<file path="src/rtl/ram_arb_pkg.sv">
// rtl/ram_arb_pkg.sv - shared constants, FSM encodings and helpers for the RAM port arbiter
package ram_arb_pkg;

  localparam int DEF_NUM_REQ = 2;
  localparam int DEF_ADDR_W  = 4;
  localparam int DEF_DATA_W  = 4;
  localparam int GRANT_CNT_W = 8;

  localparam logic [1:0] ST_IDLE   = 2'd0;
  localparam logic [1:0] ST_ACCESS = 2'd1;
  localparam logic [1:0] ST_RDATA  = 2'd2;

  // Index width for a requester number; a single requester still needs one bit.
  function automatic int idx_width(input int n);
    return (n > 1) ? $clog2(n) : 1;
  endfunction

endpackage

</file>
<file path="src/rtl/ram_port_arbiter_rr_pick.sv">
// rtl/ram_port_arbiter_rr_pick.sv - combinational round-robin winner search starting after last_grant
module rr_pick
  import ram_arb_pkg::*;
#(
  parameter int NUM_REQ = DEF_NUM_REQ,
  parameter int IDX_W   = idx_width(DEF_NUM_REQ)
) (
  input  logic [NUM_REQ-1:0] req_i,
  input  logic [IDX_W-1:0]   last_grant_i,
  output logic [IDX_W-1:0]   winner_o,
  output logic               any_req_o
);

  logic [IDX_W-1:0] cand;

  // Scan farthest-first so the nearest requester after last_grant overwrites the result.
  always_comb begin
    winner_o  = '0;
    any_req_o = 1'b0;
    cand      = '0;
    for (int k = NUM_REQ; k >= 1; k--) begin
      cand = IDX_W'((int'(last_grant_i) + k) % NUM_REQ);
      if (req_i[cand]) begin
        winner_o  = cand;
        any_req_o = 1'b1;
      end
    end
  end

endmodule

</file>
<file path="src/rtl/ram_port_arbiter.sv">
// rtl/ram_port_arbiter.sv - round-robin sharing of one single-port sync RAM; RAM_ARB_GRANT_CNT_EN adds grant counters
module ram_port_arbiter
  import ram_arb_pkg::*;
#(
  parameter int NUM_REQ = DEF_NUM_REQ,
  parameter int ADDR_W  = DEF_ADDR_W,
  parameter int DATA_W  = DEF_DATA_W
) (
  input  logic                      clk,
  input  logic                      rst_n,
  input  logic [NUM_REQ-1:0]        req_valid,
  input  logic [NUM_REQ-1:0]        req_we,
  input  logic [NUM_REQ*ADDR_W-1:0] req_addr,
  input  logic [NUM_REQ*DATA_W-1:0] req_wdata,
  output logic [NUM_REQ-1:0]        req_ready,
  output logic [NUM_REQ-1:0]        rsp_valid,
  output logic [DATA_W-1:0]         rsp_rdata,
`ifdef RAM_ARB_GRANT_CNT_EN
  output logic [NUM_REQ*GRANT_CNT_W-1:0] grant_cnt,
`endif
  output logic                      ram_cs,
  output logic                      ram_wr_rd,
  output logic [ADDR_W-1:0]         ram_address,
  output logic [DATA_W-1:0]         ram_data_in,
  input  logic [DATA_W-1:0]         ram_data_out
);

  localparam int IDX_W = idx_width(NUM_REQ);

  logic [1:0]         state_q, state_d;
  logic [IDX_W-1:0]   grant_q, grant_d;
  logic [IDX_W-1:0]   last_grant_q, last_grant_d;
  logic               ram_cs_q, ram_cs_d;
  logic               ram_wr_rd_q, ram_wr_rd_d;
  logic [ADDR_W-1:0]  ram_address_q, ram_address_d;
  logic [DATA_W-1:0]  ram_data_in_q, ram_data_in_d;
  logic [NUM_REQ-1:0] rsp_valid_q, rsp_valid_d;
  logic [DATA_W-1:0]  rsp_rdata_q, rsp_rdata_d;
  logic [IDX_W-1:0]   winner;
  logic               any_req;

  rr_pick #(
    .NUM_REQ (NUM_REQ),
    .IDX_W   (IDX_W)
  ) u_rr_pick (
    .req_i        (req_valid),
    .last_grant_i (last_grant_q),
    .winner_o     (winner),
    .any_req_o    (any_req)
  );

  always_comb begin
    state_d       = state_q;
    grant_d       = grant_q;
    last_grant_d  = last_grant_q;
    ram_cs_d      = 1'b0;
    ram_wr_rd_d   = ram_wr_rd_q;
    ram_address_d = ram_address_q;
    ram_data_in_d = ram_data_in_q;
    rsp_valid_d   = '0;
    rsp_rdata_d   = rsp_rdata_q;
    case (state_q)
      ST_IDLE: begin
        if (any_req) begin
          grant_d       = winner;
          last_grant_d  = winner;
          ram_cs_d      = 1'b1;
          ram_wr_rd_d   = req_we[winner];
          ram_address_d = req_addr[int'(winner)*ADDR_W +: ADDR_W];
          ram_data_in_d = req_we[winner] ? req_wdata[int'(winner)*DATA_W +: DATA_W] : '0;
          state_d       = ST_ACCESS;
        end
      end
      ST_ACCESS: state_d = ram_wr_rd_q ? ST_IDLE : ST_RDATA;
      ST_RDATA: begin
        rsp_rdata_d          = ram_data_out;
        rsp_valid_d[grant_q] = 1'b1;
        state_d              = ST_IDLE;
      end
      default: state_d = ST_IDLE;
    endcase
  end

  always_ff @(posedge clk or negedge rst_n) begin
    if (!rst_n) begin
      state_q       <= ST_IDLE;
      grant_q       <= '0;
      last_grant_q  <= IDX_W'(NUM_REQ - 1);
      ram_cs_q      <= 1'b0;
      ram_wr_rd_q   <= 1'b0;
      ram_address_q <= '0;
      ram_data_in_q <= '0;
      rsp_valid_q   <= '0;
      rsp_rdata_q   <= '0;
    end else begin
      state_q       <= state_d;
      grant_q       <= grant_d;
      last_grant_q  <= last_grant_d;
      ram_cs_q      <= ram_cs_d;
      ram_wr_rd_q   <= ram_wr_rd_d;
      ram_address_q <= ram_address_d;
      ram_data_in_q <= ram_data_in_d;
      rsp_valid_q   <= rsp_valid_d;
      rsp_rdata_q   <= rsp_rdata_d;
    end
  end

  // Accept pulse is decoded from flops so it lines up exactly with ram_cs.
  assign req_ready   = (state_q == ST_ACCESS) ? (NUM_REQ'(1) << grant_q) : '0;
  assign rsp_valid   = rsp_valid_q;
  assign rsp_rdata   = rsp_rdata_q;
  assign ram_cs      = ram_cs_q;
  assign ram_wr_rd   = ram_wr_rd_q;
  assign ram_address = ram_address_q;
  assign ram_data_in = ram_data_in_q;

`ifdef RAM_ARB_GRANT_CNT_EN
  logic [GRANT_CNT_W-1:0] cnt_q [NUM_REQ];

  always_ff @(posedge clk or negedge rst_n) begin
    if (!rst_n) begin
      for (int i = 0; i < NUM_REQ; i++) cnt_q[i] <= '0;
    end else if (state_q == ST_ACCESS && cnt_q[grant_q] != '1) begin
      cnt_q[grant_q] <= cnt_q[grant_q] + 1'b1;
    end
  end

  for (genvar gi = 0; gi < NUM_REQ; gi++) begin : g_cnt_out
    assign grant_cnt[gi*GRANT_CNT_W +: GRANT_CNT_W] = cnt_q[gi];
  end
`endif

endmodule

</file>
<file path="config.mk">
export PLATFORM = sky130hd
export DESIGN_NAME = ram_port_arbiter
export DESIGN_NICKNAME = d
export VERILOG_FILES = /design/src/rtl/ram_arb_pkg.sv /design/src/rtl/ram_port_arbiter_rr_pick.sv /design/src/rtl/ram_port_arbiter.sv
export SDC_FILE = /design/constraint.sdc
export NUM_CORES = 1
export LEC_CHECK = 0
export CAP_MARGIN = 15
export CELL_PAD_IN_SITES_DETAIL_PLACEMENT = 2
export CELL_PAD_IN_SITES_GLOBAL_PLACEMENT = 2
export CORE_ASPECT_RATIO = 0.75
export CORE_UTILIZATION = 32
export CTS_BUF_LIST = sky130_fd_sc_hd__clkbuf_16
export DETAILED_ROUTE_END_ITERATION = 7
export DONT_BUFFER_PORTS = 1
export GPL_ROUTABILITY_DRIVEN = 0
export MAX_ROUTING_LAYER = met4
export PLACE_DENSITY = 0.78
export SKIP_CTS_REPAIR_TIMING = 1
export SYNTH_ARGS = -nofsm -noshare
export SYNTH_HDL_FRONTEND = slang
export SYNTH_SLANG_ARGS = --single-unit
</file>
<file path="constraint.sdc">
create_clock -name clk -period 1.15 [get_ports clk]
set_input_delay 0.345 -clock clk [delete_from_list [all_inputs] [get_ports clk]]
set_output_delay 0.345 -clock clk [all_outputs]
set_load 0.005 [all_outputs]
</file>
---- After elaboration in Yosys (flattened, before gate mapping) ----
Cells that the tools add are included.
operators by class
  add/subtract/negate cells ............... 2
  order comparisons ....................... 5
  equal/unequal tests ..................... 3
  shift operators ......................... 3
  muxes and demuxes ....................... 20
  reductions and logical operators ........ 3
operators by type and width
  cell                   number
  $shiftx A8 B4 Y4       2
  $mux W1                13
  $lt A1 B2 Y1 const B   4
  $mux W2                4
  $mux W4                1
  $pmux W2 S2            1
  $add A1 B1 Y1 const B  2
  $eq A2 B1 Y1 const B   1
  $eq A2 B2 Y1 const B   1
  $logic_not A2 Y1       1
  $ne A2 B2 Y1 const B   1
  $reduce_and A2 Y1      1
  $shl A1 B1 Y2 const A  1
  $demux W1 S1           1
  $ge A1 B1 Y1 const B   1
  $logic_and A1 B1 Y1    1
storage, ports and cells
  register bits after elaboration ......... 20
  bits of input ports ..................... 26
  output and inout port bits .............. 18

---- Logic depth before layout (Yosys ltp) ----
  word-level depth ........................ 8
  depth in mapped cells ................... 5
  gate-level depth less buffers ........... 4

---- Cells and area by module ----
From an unflattened synthesis, not the netlist that was laid out.
unflattened totals
  cells, all modules ...................... 73
  area total of the unflattened synthesis .. 857.1 um^2
modules (own cells, without submodules)
  module            instances  cells an instance  area each (um^2)  sequential area each (um^2)
  ram_port_arbiter  1          71                 843.3             501.7
  rr_pick           1          2                  13.8              0.0

---- Worst setup path before layout ----
OpenSTA, ideal clock, no wires.
  kind .................................... flip-flop to flip-flop
  from .................................... reg last_grant_q
  to ...................................... reg ram_data_in_q[0] (netlist: ram_data_in[0])
  setup time .............................. 126 ps
  arrival ................................. 1,153 ps
  path slack .............................. -128 ps
  cell stages (with the launch flop) ...... 5
  buffers on the path ..................... 1
  period minus slack after synthesis ...... 1,278 ps
  cell sequence ........................... dfstp_2 > a21boi_1 > buf_6 > and4_1 > a221o_1
on the way
  cells in the longest elaborated chain, start to end .. 8
ends and longest elaborated chain
  what                                                   line                     text
  start: declaration                                     ram_port_arbiter.sv:32   logic [IDX_W-1:0] last_grant_q, last_grant_d;
  start signal: assignment                               ram_port_arbiter.sv:88   last_grant_q <= IDX_W'(NUM_REQ - 1);
  start signal: assignment                               ram_port_arbiter.sv:98   last_grant_q <= last_grant_d;
  branches (longest 8 deep; another with $add A1 B1 Y1)  n/a
  end signal: assignment                                 ram_port_arbiter.sv:102  ram_data_in_q <= ram_data_in_d;
  end: declaration                                       ram_port_arbiter.sv:36   logic [DATA_W-1:0] ram_data_in_q, ram_data_in_d;
Parallel ways; which one is timed is not known. The select of a mux whose other input is x is not followed.
A chain may end at the register's enable or synchronous reset.

---- Final worst setup path ----
  from .................................... reg state_q[1]
  to ...................................... out req_ready[0]
on the way
  cells in the longest elaborated chain, start to end .. 2
ends and longest elaborated chain
  what                      line                     text
  start: declaration        ram_port_arbiter.sv:30   logic [1:0] state_q, state_d;
  start signal: assignment  ram_port_arbiter.sv:96   state_q <= state_d;
  $eq A2 B1 Y1              ram_port_arbiter.sv:109  assign req_ready = (state_q == ST_ACCESS) ? (NUM_REQ'(1) << grant_q) : '0;
  $mux W2                   ram_port_arbiter.sv:109
  end: declaration          ram_port_arbiter.sv:15   output logic [NUM_REQ-1:0] req_ready,
Every way passes these cells.

==> summary.md <==
| Metric | Value |
|---|---|
| Setup CP Type | reg2out |
| Most common cell after layout, fill and taps aside | dfrtp_1 |
| Worst path max stage delay | 0.42 ns |
| Met1 track demand over resource | 15.9% |
| Netlist cell types | 22 |
| Hold Fails Final Rpt | 20 |
| Worst-Skew Late Latency | 0.25 ns |
| CTS tree | done |
| CTS root buf | clkbuf_16 |
| Drt wl/cell | 21.3 um |
| Largest net degree at the start of global routing | 21 |
| Vias per inst | 5.29 |
| Num CTS Buffers | 3 |
| DP Cell Count | 107 |
| Violated checks | hold timing, setup timing |
| Worst-Margin Slew | 0.259 ns |
| Yosys reg bits | 20 |
| RSZ-0062 raised after global routing | yes |
| Hold Path Class | in2async |
| Post-DP HPWL | 1500 um |
| Buf/Inv on CP | 0 |
| Core ar. | 0.00242 sq mm |
| Ant diodes | 0 |
| Ys Warns | 0 |
| Tot GR Track Use | 16.0% |
| Crit path max-delay family | flip-flops |
| Overflow after GRT | 0 |
| Peak VDD IR | 1.12 mV |
| Clock Tree Buf Depth | 2 |
| Die area | 0.00292 sq mm |
| Power per cell area | 2890 mW/mm^2 |
| Max FO, Critical Path | 3 |
| Maximum operating frequency | 0.770 GHz |
| Crit path time final | 1.30 ns |
| Area growth from synthesis to layout | 30.6% |
| # DRC | 0 |
| Starting Density | 35.8% |
| Critical path cell sequence | nand2b_4 > nor2_4 |
| R2R depth | 3 |
| Clock sinks | 20 |
| Vias in the first global route | 640 |
| DIE WIDTH | 62.1 um |
| Mapped Nets | 97 |
| Initial antenna violation count | 0 |
| Fin Setup TNS | -0.833 ns |
| Worst slack, placed | -0.158 ns |
| Clock-pin transition on the worst setup and hold timing paths | 0.05 ns |
| Status | finished with violations |
| IO buf count | 0 |
| LEAKAGE | 0.504 nW |
| Max Cap Viol | 0 |
| Launching point of the worst reg2reg path | state_q[0] |
| CP startpoint kind | register |
| CP arrival | 0.95 ns |
| Syn Area/Cell | 12.2 sq um |
| Post-Layout Cell Count | 117 |
| Most Used Layer, Global Route | met2 |
| Max-slew headroom | 82.7% |
| Met2 usage in global routing | 28.6% |
| Setup Skew | 0.000501 ns |
| Routing usage on met3 | 7.52% |
| Post-synth EDFFs | 0 |
| First-pass detailed-route iteration total | 3 |
| Fin crit share | 113% |
| Global-route wire length before repair | 3150 um |
| H-tree levels | 1 |
| Final Max Tran Viols | 0 |
| Die Height | 47.1 um |
| Seq/Total Area, Yosys | 57.9% |
| DR vias | 619 |
| CP endpoint kind | output pin |
| Fillers | 243 |
| Share of layout cells above drive strength 1 | 38.6% |
| Wirelength, routed | 2490 um |
| CP Depth | 2 |
| Syn Inst Count | 71 |
| CP max stage cell | dfrtp_1 |
| Multi-input logic area | 383 sq um |
| Leading cell types in the layout, fill and taps excluded | dfrtp_1, a21oi_1, buf_4, mux2i_1 |
| Syn Std Cell Area | 867 sq um |
| Final setup violation count | 14 |
| Setup slack, reg-to-reg | -0.11 ns |
| Data required, critical path | 0.81 ns |
| Synth Flop Type | dfrtp_1 |
| DR iter-0 viols | 27 |
| Ports | 44 |
| Row count | 15 |
| Ys async rst share | 100% |
| Worst Hold Margin | -0.212 ns |
| Reg2reg end | ram_data_in[1] |
| Final Net Count | 110 |
| Final Total Pwr | 3.28 mW |
| ANT nets after route | 0 |
| Sequential cell area | 503 sq um |
| Setup ws final | -0.148 ns |
[logic make-up (layout without fill, tap and decap cells)]
group	Yosys count	in the layout	synth area share [%]
buffers and inverters	8	19	5.34
AND/OR/NAND/NOR	15	15	11.4
multiplexers	9	9	11.0
flip-flops	20	20	57.9
AO/OA/AOI/OAI	19	20	14.4
[state kept, by name (all words and copies together), names as in the netlist]
name / cells
rsp_valid: 2
ram_address: 4
ram_data_in: 4
ram_wr_rd: 1
last_grant_q: 1
state_q: 2
grant_q: 1
ram_cs: 1
rsp_rdata: 4
[cell usage after synthesis, types with 2 or more instances]
cell      instances  area (sq um)
dfrtp_1          19           475
a21oi_1          11          55.1
mux2i_1           5          50.1
nor2_1            5          18.8
a221o_1           4          40.0
and4_1            4          35.0
mux2_2            4          45.0
inv_1             3          11.3
buf_6             2          22.5
nand2b_1          2          12.5
[worst max path at each step]
stage | startpoint | endpoint | slack (ns)
3_5_place_dp | last_grant_q | ram_wr_rd | -0.16
4_1_cts | state_q[1] | req_ready[0] | -0.25
6_report | state_q[1] | req_ready[0] | -0.15
3_3_place_gp | req_valid[1] | ram_wr_rd | -0.10
5_1_grt | state_q[1] | req_ready[1] | -0.18
2_1_floorplan | last_grant_q | ram_data_in[0] | -0.08
[where the power goes]
group / switching [mW] / internal (mW) / leakage [nW]
Sequential: 0.318 / 1.05 / 0.241
Combinational: 0.596 / 0.616 / 0.221
Clock: 0.237 / 0.462 / 0.0423
[final cells by class]
cell class                      count  share of cell area [%]
Inverter                            4                    1.33
Clock inverter                      1                   0.331
Tap cell                           34                    3.76
Multi-Input combinational cell     44                    33.8
Sequential cell                    20                    44.4
Clock buffer                        3                    6.63
Timing Repair Buffer               11                    9.72
[routing by layer]
metal,vias up,routed length [um]
li1,278,-
met1,311,1040
met2,26,1240
met3,4,170
met4,0,41
met5,-,0
[stage by stage]
stage	area, sq um	utilization, %
after floorplan	872	-
after global placement	927	38.3
after detailed placement	927	38.3
after CTS	1010	41.6
after global routing	1130	46.8
final	1130	46.8
(Power assumes the default switching activity.)
==> edit 1 (config.mk and constraints unchanged) <==
Build with the macro `RAM_ARB_GRANT_CNT_EN` defined.
--- a/src/rtl/ram_port_arbiter.sv
+++ b/src/rtl/ram_port_arbiter.sv
@@ -1,3 +1,5 @@
 // rtl/ram_port_arbiter.sv - round-robin sharing of one single-port sync RAM; RAM_ARB_GRANT_CNT_EN adds grant counters
+`define RAM_ARB_GRANT_CNT_EN
+
 module ram_port_arbiter
   import ram_arb_pkg::*;
Check against the original RTL (old outputs only; new: grant_cnt): equivalent (equiv_simple and equiv_induct, registers matched by name and starting in step).
==> edit 1 against the unedited design <==
Critical path depth grew 4; setup slack lost 0.63 ns; wire length grew to 2.9 times the old value; synthesized cell count grew 110%; utilization grew 4.3 points; largest power group is now combinational cells; clock skew grew 0.0065 ns; register-to-register slack lost 0.67 ns; design area grew 140%; sequential share of layout area shrank 12 points; first-iteration DRC count grew 89%; sequential cell count grew 16; critical path type is now register to register; power grew 130%; the flow still finishes with violations (hold timing, setup timing); critical endpoint is now grant_cnt[14]; area after synthesis grew 110%.
==> edit 1: results (changes against the unedited design) <==
Power
  • Net Sw Frac: 0.369 (+0.0177)
  • Leakage: 1.28 nW (+150%)
  • Worst vdd rail ir drop: 1450 uV (+30%)

GRT
  • Initial antenna violation count: 1 (+1)
  • GRT Util Overall: 0.223 (+0.0632)
  • First-pass GRT wire length: 9230 microns (+190%)
  • Vias in the first global route: 1635 (+160%)
  • GRT met2 Usage: 0.371 (+0.0854)
  • Met3 usage: 0.0672 (-0.00801)

Setup path
  • Crit path max-delay family: multiplexers
  • Slowest CP cell: dfrtp_2
  • R2R Path Start: grant_q
  • CP peak stage delay: 0.46 ns (+0.04 ns)

STA
  • Worst slew pin tran: 0.329 ns (+0.0693 ns)
  • Clk_skew: 0.00700 ns (+0.00650 ns)
  • Final setup vio count: 44 (+30)
  • Final Hold Fails: 36 (+80%)
  • Final hold slack: -0.247 ns (-0.0345 ns)
  • Final setup margin: -0.783 ns (-0.635 ns)

Final layout
  • Nets@finish: 237 (+120%)
  • Layout fillers: 550 (+130%)

Route
  • Wire per inst: 24.9 microns (+17%)
  • 1st-pass router iterations: 4 (+1)
  • Routed Wire Length: 7140 microns (+190%)

Synth
  • Synthesized Nets: 178 (+84%)
  • Yosys cell types: 35 (+59%)
  • Synth top area cells: dfrtp_1 (48%), mux2_2 (6.8%), mux2i_1 (5.0%)

Place
  • Placed Cells incl. Taps: 264 (+150%)

CTS
  • Num CTS Buffers: 5 (+2)

Run status
  • Failing checks: hold timing, setup timing
  • Status: finished, violations left
[edit 1: worst max path at each step]
stage,start,endpoint,cells after the start,slack [ns]
global route,grant_q,grant_cnt[6],6,-0.87
finish,grant_q,grant_cnt[14],6,-0.78
detailed placement,grant_q,grant_cnt[1],5,-0.71
floorplan,grant_q,grant_cnt[14],7,-0.76
global placement,grant_q,grant_cnt[6],5,-0.60
CTS,grant_q,req_ready[0],4,-0.89
[edit 1: cells by family (layout without fill, tap and decap cells)]
logic type / after synthesis / after routing / share of synthesized area
flip-flops: 36 / 36 / 0.498
multiplexers: 20 / 20 / 0.118
other: 0 / 1 / 0
AO/OA/AOI/OAI: 32 / 33 / 0.155
AND/OR/NAND/NOR: 40 / 40 / 0.133
buffers and inverters: 11 / 70 / 0.0373
XOR/XNOR: 11 / 11 / 0.0531
adder cells (fa/ha/maj): 1 / 1 / 0.00690
[edit 1: power groups by stage]
stage / sequential (mW) / clock, mW / combinational [mW]
CTS: 2.26 / 1.53 / 2.92
finish: 2.39 / 1.52 / 3.79
global placement: 2.22 / 0 / 2.60
detailed placement: 2.27 / 0 / 2.86
global route: 2.43 / 1.60 / 4.02
floorplan: 2.18 / 0 / 1.45
[edit 1: final cells by class]
cell class | instances | area (sq um) | area share
diodes | 1 | 2.50 | 0.000905
clock buffers | 5 | 125 | 0.0452
clock inverters | 3 | 38.8 | 0.0140
inverters | 5 | 18.8 | 0.00679
multi-input cells | 105 | 1020 | 0.371
flip-flops and latches | 36 | 908 | 0.329
well taps | 75 | 93.8 | 0.0339
repair buffers | 57 | 553 | 0.200
[edit 1: metrics by stage]
stage          setup WS (ns)  area (sq um)
5_1_grt               -0.867          2770
2_1_floorplan         -0.760          1850
3_5_place_dp          -0.706          2230
6_report              -0.783          2770
4_1_cts               -0.887          2400
3_3_place_gp          -0.595          2230
[edit 1: routing by layer]
metal  up-vias  part of all wire
li1        654                 -
met5         -                 0
met2        48              0.51
met1       770              0.42
met4         0             0.014
met3        12             0.057
==> edit 2 (config.mk and constraints unchanged) <==
Made on the original files. Take the reset off `rsp_rdata_q` and load it in a clocked block of its own.
--- a/src/rtl/ram_port_arbiter.sv
+++ b/src/rtl/ram_port_arbiter.sv
@@ -92,5 +92,4 @@
       ram_data_in_q <= '0;
       rsp_valid_q   <= '0;
-      rsp_rdata_q   <= '0;
     end else begin
       state_q       <= state_d;
@@ -102,6 +101,9 @@
       ram_data_in_q <= ram_data_in_d;
       rsp_valid_q   <= rsp_valid_d;
-      rsp_rdata_q   <= rsp_rdata_d;
     end
+  end
+
+  always_ff @(posedge clk) begin
+    rsp_rdata_q <= rsp_rdata_d;
   end
 
Behaviour: differs if rst_n is asserted again (counterexample within 4 cycles, from zero or initial values and one cycle with rst_n low); with rst_n held inactive, the same outputs for 10 cycles.
==> edit 2 against the unedited design <==
Wire length shrank 9.4%; power is 2.4% higher; final cell count shrank 2.6%; design area is 0.33% lower; area after synthesis is 2.7% lower; maximum frequency up 0.83%; largest cell class unchanged; count of clock-buffer cells in the layout unchanged; the flow finishes with violations (setup timing); sequential cell count did not move; highest routed layer is now met3; setup slack better by 0.011 ns; critical endpoint unchanged.
==> edit 2: results (changes against the unedited design) <==
STA
  • Slew HR: 0.506 (-0.321)
  • Final Hold Fails: 0 (-100%)
  • Final setup margin: -0.137 ns (+0.0108 ns)
  • Final hold slack: 0.182 ns (+0.395 ns)
  • Clk_skew: 0.00559 ns (+0.00509 ns)
  • Final setup vio count: 12 (-2)

Final layout
  • Layout fillers: 260 (+7.0%)

Route
  • 1st-iter DRT viols: 33 (+22%)
  • Routed vias: 593 (-4.2%)
  • Wire per inst: 19.8 microns (-7.0%)
  • 1st-pass router iterations: 4 (+1)
  • Routed Wire Length: 2260 microns (-9.4%)

Setup path
  • R2r endpoint: ram_data_in[3]
  • Reg-to-reg slack, setup: -0.13 ns (-0.02 ns)
  • Worst reg2reg path depth: 4 (+1)

Synth
  • Synthesized Nets: 92 (-5.2%)
  • Yosys cell types: 23 (+4.5%)
  • Asr flop ratio synth: 0.800 (-0.200)
  • Syn Inst Count: 66 (-7.0%)
  • Post-synth EDFFs: 4 (+4)
  • Sequential element share of the synthesized area: 0.619 (+0.0401)
  • Synth top cells by count: dfrtp_1 (15), a21oi_1 (11), mux2i_1 (5)
  • Synth top area cells: dfrtp_1 (45%), edfxtp_1 (14%), a21oi_1 (6.5%)

Power
  • Worst vdd rail ir drop: 1110 uV (-0.62%)
  • Leakage: 0.485 nW (-3.9%)

Place
  • IO buf count: 0 (unchanged)
  • Pre-CTS setup slack: -0.191 ns (-0.0330 ns)
  • Post-DP HPWL: 1610 microns (+7.2%)
  • Area post-placement: 922 sq um (-0.54%)
  • Placed Cells incl. Taps: 105 (-1.9%)

Run status
  • Failing checks: setup timing
  • Status: finished, violations left

GRT
  • GRT Util Overall: 0.171 (+0.0113)
  • Pin count of the biggest net entering global routing: 17 (-19%)
  • Vias in the first global route: 666 (+4.1%)
  • First-pass GRT wire length: 3260 microns (+3.7%)
  • Initial antenna violation count: 0 (unchanged)

Worst hold path
  • Worst min path class: input port to register
## edit 2: cell count changes after synthesis, sizes merged, moves of 2 or more
cell	change
edfxtp	+4
nor2	-2
and2	+2
dfrtp	-4
mux2	-4
## edit 2: layout make-up
cell class,instances,area [sq um],area share
well taps,34,42.5,0.0377
multi-input cells,40,338,0.299
flip-flops and latches,20,522,0.462
repair buffers,12,104,0.0920
inverters,4,17.5,0.0155
clock inverters,1,30.0,0.0266
clock buffers,3,75.1,0.0665
## edit 2: worst max path at each step
stage / from / end / slack (ns) / depth (start not counted)
floorplan: last_grant_q / ram_data_in[0] / -0.08 / 4
global placement: req_valid[1] / ram_wr_rd / -0.11 / 3
detailed placement: last_grant_q / ram_address[1] / -0.19 / 3
CTS: state_q[0] / req_ready[0] / -0.26 / 3
global route: state_q[0] / ram_data_in[2] / -0.17 / 4
finish: state_q[1] / req_ready[0] / -0.14 / 2
## edit 2: cells by family (layout without fill, tap and decap cells)
family	count (synthesis)	in the layout	share of synthesized area
flip-flops	20	20	0.619
AO/OA/AOI/OAI	19	20	0.148
AND/OR/NAND/NOR	15	15	0.123
buffers and inverters	7	20	0.0504
multiplexers	5	5	0.0593
## edit 2: critical path, cell delays in order, from the launching register on
cell      delay (ns)
dfrtp_1         0.42
nand2b_4        0.19
nor2_4          0.09
## edit 2: metal layers
layer	part of all wire	track usage	routed length (microns)	vias to the layer above
met4	0	0.0136	0	0
met1	0.40	0.180	905	293
met2	0.51	0.317	1150	30
met5	0	-	0	-
met3	0.087	0.0646	196	0
li1	-	-	-	270
## edit 2: report_power, final
group	internal [mW]	leakage, nW	switching (mW)
clock	0.690	0.0511	0.259
sequential	1.02	0.232	0.245
combinational	0.569	0.201	0.572
total	2.28	0.485	1.08
